### config.mk
export PLATFORM = sky130hd
export DESIGN_NAME = flag_branch_ctrl
export DESIGN_NICKNAME = d
export VERILOG_FILES = /design/src/rtl/flag_branch_ctrl_pkg.sv /design/src/rtl/flag_branch_ctrl_cond_eval.sv /design/src/rtl/flag_branch_ctrl.sv
export SDC_FILE = /design/constraint.sdc
export NUM_CORES = 1
export LEC_CHECK = 0
export BUFFER_PORTS_ARGS = -buffer_cell sky130_fd_sc_hd__clkbuf_2
export CAP_MARGIN = 30
export CORE_MARGIN = 2
export CORE_UTILIZATION = 40
export CTS_CLUSTER_SIZE = 16
export DETAILED_ROUTE_END_ITERATION = 16
export GPL_TIMING_DRIVEN = 0
export PLACE_DENSITY_LB_ADDON = 0.2
export SLEW_MARGIN = 0
export SYNTH_ARGS = -nofsm -noshare
export SYNTH_HDL_FRONTEND = slang
export SYNTH_HIERARCHICAL = 1
export SYNTH_SLANG_ARGS = --single-unit
### constraint.sdc
create_clock -name i_clk -period 7.46 [get_ports i_clk]
set_clock_uncertainty 0.15 [all_clocks]
set_input_delay 1.865 -clock i_clk [delete_from_list [all_inputs] [get_ports i_clk]]
set_output_delay 1.865 -clock i_clk [all_outputs]
set_load 0.01 [all_outputs]
### src/rtl/flag_branch_ctrl_pkg.sv
// Shared definitions for the flag register and branch condition decoder.
package flag_branch_ctrl_pkg;

    localparam int unsigned COND_W = 3;
    localparam int unsigned FLAG_W = 4;

    localparam logic [COND_W-1:0] COND_ALWAYS = 3'd0;
    localparam logic [COND_W-1:0] COND_EQ     = 3'd1;
    localparam logic [COND_W-1:0] COND_NE     = 3'd2;
    localparam logic [COND_W-1:0] COND_CS     = 3'd3;
    localparam logic [COND_W-1:0] COND_CC     = 3'd4;
    localparam logic [COND_W-1:0] COND_MI     = 3'd5;
    localparam logic [COND_W-1:0] COND_PL     = 3'd6;
    localparam logic [COND_W-1:0] COND_VS     = 3'd7;

    localparam int unsigned FLAG_Z = 0;
    localparam int unsigned FLAG_N = 1;
    localparam int unsigned FLAG_C = 2;
    localparam int unsigned FLAG_V = 3;

    // Assemble a flag vector in the shared index order.
    function automatic logic [FLAG_W-1:0] pack_flags(
        input logic z,
        input logic n,
        input logic c,
        input logic v
    );
        logic [FLAG_W-1:0] f;
        f         = '0;
        f[FLAG_Z] = z;
        f[FLAG_N] = n;
        f[FLAG_C] = c;
        f[FLAG_V] = v;
        return f;
    endfunction

endpackage

### src/rtl/flag_branch_ctrl_cond_eval.sv
// Combinational branch condition decoder: flag vector + condition code -> take.
module flag_cond_eval
    import flag_branch_ctrl_pkg::*;
(
    input  logic [FLAG_W-1:0] i_flags,
    input  logic [COND_W-1:0] i_cond,
    output logic              o_take_c
);

    always_comb begin
        o_take_c = 1'b0;
        case (i_cond)
            COND_ALWAYS: o_take_c = 1'b1;
            COND_EQ:     o_take_c = i_flags[FLAG_Z];
            COND_NE:     o_take_c = ~i_flags[FLAG_Z];
            COND_CS:     o_take_c = i_flags[FLAG_C];
            COND_CC:     o_take_c = ~i_flags[FLAG_C];
            COND_MI:     o_take_c = i_flags[FLAG_N];
            COND_PL:     o_take_c = ~i_flags[FLAG_N];
            COND_VS:     o_take_c = i_flags[FLAG_V];
            default:     o_take_c = 1'b0;
        endcase
    end

endmodule

### src/rtl/flag_branch_ctrl.sv
// Status flag register and program counter with conditional branch resolution.
module flag_branch_ctrl
    import flag_branch_ctrl_pkg::*;
#(
    parameter int unsigned DATA_W   = 8,
    parameter int unsigned PC_W     = 8,
    parameter int unsigned RESET_PC = 0
) (
    input  logic              i_clk,
    input  logic              i_rst,
    input  logic [DATA_W-1:0] i_alu_result,
    input  logic              i_alu_carry,
    input  logic              i_alu_ovf,
    input  logic              i_flag_we,
    input  logic              i_br_valid,
    input  logic [COND_W-1:0] i_br_cond,
    input  logic [PC_W-1:0]   i_br_target,
    input  logic              i_stall,
    output logic [PC_W-1:0]   o_pc,
    output logic              o_flag_z,
    output logic              o_flag_n,
    output logic              o_flag_c,
    output logic              o_flag_v,
    output logic              o_br_taken
);

    logic [FLAG_W-1:0] r_flags;
    logic [PC_W-1:0]   r_pc;
    logic              r_br_taken;

    logic [FLAG_W-1:0] w_new_flags;
    logic [FLAG_W-1:0] w_eval_flags;
    logic              w_take;

    assign w_new_flags = pack_flags(~|i_alu_result, i_alu_result[DATA_W-1],
                                    i_alu_carry, i_alu_ovf);

    // Same-cycle flag write is forwarded so the branch sees this op's result.
    assign w_eval_flags = i_flag_we ? w_new_flags : r_flags;

    flag_cond_eval u_cond_eval (
        .i_flags  (w_eval_flags),
        .i_cond   (i_br_cond),
        .o_take_c (w_take)
    );

    always_ff @(posedge i_clk) begin
        if (i_rst) begin
            r_flags    <= '0;
            r_pc       <= PC_W'(RESET_PC);
            r_br_taken <= 1'b0;
        end else if (i_stall) begin
            r_br_taken <= 1'b0;
        end else begin
            if (i_flag_we) begin
                r_flags <= w_new_flags;
            end
            if (i_br_valid && w_take) begin
                r_pc       <= i_br_target;
                r_br_taken <= 1'b1;
            end else begin
                r_pc       <= r_pc + PC_W'(1);
                r_br_taken <= 1'b0;
            end
        end
    end

    assign o_pc       = r_pc;
    assign o_flag_z   = r_flags[FLAG_Z];
    assign o_flag_n   = r_flags[FLAG_N];
    assign o_flag_c   = r_flags[FLAG_C];
    assign o_flag_v   = r_flags[FLAG_V];
    assign o_br_taken = r_br_taken;

endmodule
After elaboration in Yosys (flattened, before gate mapping):

Cells that the tools add are included.

* logic and storage cells: 23
* flip-flop bits (word level): 13
* output and inout bits: 13
* input port bits: 26

* reduce and logical (&&, ||, !) cells: 5
* equality and inequality tests: 7
* $add $sub $neg: 1
* muxes and demuxes: 4
* bitwise operators: 3

Operators by type and width (number)
* $eq 3x3->1 const B: 4
* $add 8x1->8 const B: 1
* $mux 8: 1
* $pmux 1 s8: 1
* $reduce_or 8->1: 1
* $eq 3x2->1 const B: 2
* $mux 4: 1
* $eq 3x1->1 const B: 1
* $logic_not 3->1: 1
* $not 1->1: 3
* $reduce_or 2->1: 1
* $logic_and 1x1->1: 1
* $logic_not 1->1: 1
* $mux 1: 1

Logic depth before layout (Yosys ltp):

* depth after elaboration: 7
* mapped depth: 11
* gate-level depth less buffers: 10

By module:

The synthesis kept the hierarchy.

Modules (own cells, without submodules)
* flag_branch_ctrl: area each 738.2 um2, cells an instance 93, times used 1, seq. area each 260.2 um2
* flag_cond_eval: area each 63.8 um2, cells an instance 9, times used 1, seq. area each 0.0 um2

Worst setup path after synthesis:

OpenSTA, ideal clock, no wires.

* path type: input-to-reg
* start: input port i_alu_result[5]
* end: register r_pc[3], in the netlist o_pc[3]
* data required time: 7.239 ns
* library setup time: 0.071 ns
* stages on the path: 11
* buffers on the path: 1
* arrival: 3.761 ns
* path slack: 3.478 ns
* path through: or4_1 -> nor2_1 -> mux2_2 -> nor2b_1 -> a211o_1 -> o211ai_1 -> nand2_1 -> clkbuf_1 -> nor3b_1 -> a21oi_1 -> a21oi_1

* cells in the longest elaborated chain, start to end: 7

RTL lines
* start: declaration: line flag_branch_ctrl.sv:11 `input logic [DATA_W-1:0] i_alu_result,`
* $reduce_or 8->1 (*): line flag_branch_ctrl.sv:35 `assign w_new_flags = pack_flags(~|i_alu_result, i_alu_result[DATA_W-1],`
* $logic_not 1->1 (*): line flag_branch_ctrl.sv:35
* $mux 4 (*)
* named net w_eval_flags[0]: line flag_branch_ctrl.sv:32 `logic [FLAG_W-1:0] w_eval_flags;`
* $not 1->1: line flag_branch_ctrl_cond_eval.sv:15 `COND_NE: o_take_c = ~i_flags[FLAG_Z];`
* $pmux 1 s8 (*): line flag_branch_ctrl_cond_eval.sv:12 `case (i_cond)`
* named net w_take: line flag_branch_ctrl.sv:33 `logic w_take;`
* $logic_and 1x1->1 (*): line flag_branch_ctrl.sv:58 `if (i_br_valid && w_take) begin`
* $mux 8 (*): line flag_branch_ctrl.sv:58
* end signal: assignment: line flag_branch_ctrl.sv:50 `r_pc <= PC_W'(RESET_PC);`
* end signal: assignment: line flag_branch_ctrl.sv:59 `r_pc <= i_br_target;`
* end signal: assignment: line flag_branch_ctrl.sv:62 `r_pc <= r_pc + PC_W'(1);`
* end: declaration: line flag_branch_ctrl.sv:28 `logic [PC_W-1:0] r_pc;`

The timed path passes the listed nets; every way through them passes the cells marked *.
A chain may end at the register's enable or synchronous reset.

Worst setup path after layout:

* start: input port i_alu_result[5]
* end: register r_pc[4], in the netlist o_pc[4]

The elaborated chain is that of the path after synthesis.

==> run summary <==
Post-CTS sizing = 0
Die width = 48.78 um
EDFF count, synth = 0
# port buffers = 38
Avg Inst Size Synth = 7.863 um2
Via Count = 887
Seq cells post-synth = 13
Io pins = 39
Post-CTS setup buffers = 0
Worst min-delay path endpoint = r_flags[1]$_SDFFE_PP0N_
TNS Setup = 0 ns
CP Capture Type = register
Global Route Usage Sum = 17.98%
Deepest clock path buffer count = 2
Final instance area = 1052 um2
Flop2flop setup slack = 5.18 ns
Worst setup path startpoint = i_alu_result[5]
Final Hold Vio Count = 0
Violation count after the first detailed-route iteration = 15
Num CTS Buffers = 3
Rel. slew slack = 65.58%
Worst hold start = r_flags[1]$_SDFFE_PP0N_
CTS clk-pin slew, worst paths = 0.08 ns
CTS hold repair buffers = 0
Post-synth ARST share = 0%
Final min period = 4.047 ns
NumNets Final = 172
Maximum clock rate = 0.2471 GHz
Leading cell types by count after synthesis = a21oi_1, dfxtp_1, nand2_1
Fin util = 54.75%
VDD IR max = 0.08293 mV
Delay of the slowest critical-path stage = 0.54 ns
Post-route clock period utilization = 54.25%
Worst reg2reg path depth = 9
Most used cell along the critical path = a21oi_1
WL per Instance = 12.09 um
Synth warn = 6
RSZ-0062 raised after global routing = no
GR Overflow Total = 0
Initial Utilization = 41.73%
Syn nets = 129
Synth top area share = 32.45%
Synth Cell Area = 802.0 um2
DP Wirelength = 1558 um
Count of pins over their slew limit = 0
Clk sinks = 13
CP max-delay cell = or4_1
N_diodes = 0
Critical path startpoint category = primary input
Maximum capacitance violations = 0
DRT antenna net count = 0
Tightest Pin Transition = 0.5163 ns
Worst R2R End = o_pc[5]$_SDFFE_PP0N_
CP delay by family, top = simple AND/OR/NAND/NOR gates
Final WL = 2068 um
Layout cells sized above 1 = 33.33%
PD cells = 153.9 nW/um2
Final number of setup-violating endpoints = 0
Area after DPL = 1026 um2
Static leakage = 0.0004410 uW
H-tree lvl count = 1
Register area share after synthesis = 32.45%
Layout Area Growth over Synthesis = 31.20%
Type of the tightest min-delay check = reg2reg
Netlist cell types = 29
First-pass GRT wire length = 3422 um
CP Buf/Inv Count = 2
Cells along the critical path = clkbuf_2, or4_1, nor2_1, mux2_2, nor2b_1, a211o_1, o211ai_1, nand2_1, clkbuf_1, nor3b_1, a21oi_1, a21oi_1
DRC = 0
Ranking of synthesized cells by area = dfxtp_1, a21oi_1, mux2_2, nor3b_1, nand2_1
Die height = 48.78 um
Root buffer cell = clkbuf_4
DRT Pass-1 Iters = 4
Hold Path Depth = 2
Initial antenna violation count = 0
Via/cell ratio = 5.187
Main synth FF type = dfxtp_1
Num rows = 16
Core area = 1922 um2
Top cell type by total area after synthesis = dfxtp_1
FILL cells = 214
CP Class = in2reg
CTS tree = done
RD Place Congestion = 0.7783
Cell count after synthesis = 102
Clk Latency, worst-skew pair = 0.27 ns
Pin count of the biggest net entering global routing = 11
Arr. time, crit path = 4.10 ns
Reg2reg start = r_flags[2]$_SDFFE_PP0N_
Total die area = 2379 um2
Vias in the first global route = 822
Worst path required time = 7.52 ns
Crit path max fanout = 10
Status = completed
## worst max-delay path by stage
stage	cells past startpoint	to
final	12	o_pc[4]$_SDFFE_PP0N_
after floorplan	11	o_pc[3]$_SDFFE_PP0N_
after global routing	12	o_pc[5]$_SDFFE_PP0N_
after detailed placement	12	o_pc[4]$_SDFFE_PP0N_
after CTS	12	o_pc[4]$_SDFFE_PP0N_
after global placement	12	o_pc[5]$_SDFFE_PP0N_
## report_power, final
part	internal (uW)	switching, uW	total [uW]
logic	19.4	19.5	38.9
registers	73.6	5.20	78.8
clock network	20.7	23.6	44.2
total	114	48.3	162
## flip-flops by register name (all words and copies together) (netlist names)
register and cells:
o_pc 8, r_flags 4, o_br_taken 1
## layout by cell type, fill, tap and decap left out, types with 3 or more instances in the layout
master     n
clkbuf_1   5
dfxtp_1   13
nor2_1     8
or3_1      3
a21oi_1   13
nand2b_1   3
o211ai_1   3
nand3_1    4
nand2_1    9
nor3_1     6
nor2b_1    4
a31oi_1    3
clkbuf_4   3
nor3b_1    5
mux2_2     4
clkbuf_2  38
## logic make-up (layout without fill, tap and decap cells)
group	Yosys count	count (layout)	share of synthesized area (%)
AND/OR/NAND/NOR	49	49	33.39
flip-flops	13	13	32.45
XOR/XNOR	1	1	1.092
adder cells (fa/ha/maj)	1	1	1.560
AO/OA/AOI/OAI	28	28	22.00
buffers and inverters	6	48	3.899
multiplexers	4	4	5.616
## tightest hold or removal path, cell delays in order (launching register included)
cell	delay, ns
dfxtp_1	0.33
nor2b_1	0.11
nor3_1	0.05
## per-layer routing
metal,wire length [um],vias up,track usage [%]
li1,-,459,-
met1,980,407,22.93
met3,87,0,3.374
met2,1000,21,30.37
met4,0,0,6.190
met5,0,-,0
## through the flow
stage	hold WS (ns)	worst slack, ns	instances	total power (uW)
CTS	0.3761	3.413	171	163.1
finish	0.3766	3.413	171	161.9
global placement	0.3591	3.196	167	118.2
global route	0.4151	3.254	171	171.4
floorplan	0.3834	3.478	102	102.7
detailed placement	0.3609	3.129	167	119.3
## area by class of cell
| class | count | area, um2 | area share, % |
|---|---|---|---|
| Tap cell | 27 | 33.78 | 3.210 |
| Multi-Input combinational cell | 83 | 510.5 | 48.51 |
| Clock buffer | 4 | 26.28 | 2.497 |
| Timing Repair Buffer | 38 | 190.2 | 18.07 |
| Sequential cell | 13 | 260.3 | 24.73 |
| Buffer | 6 | 31.28 | 2.973 |
(Power assumes the default switching activity.)
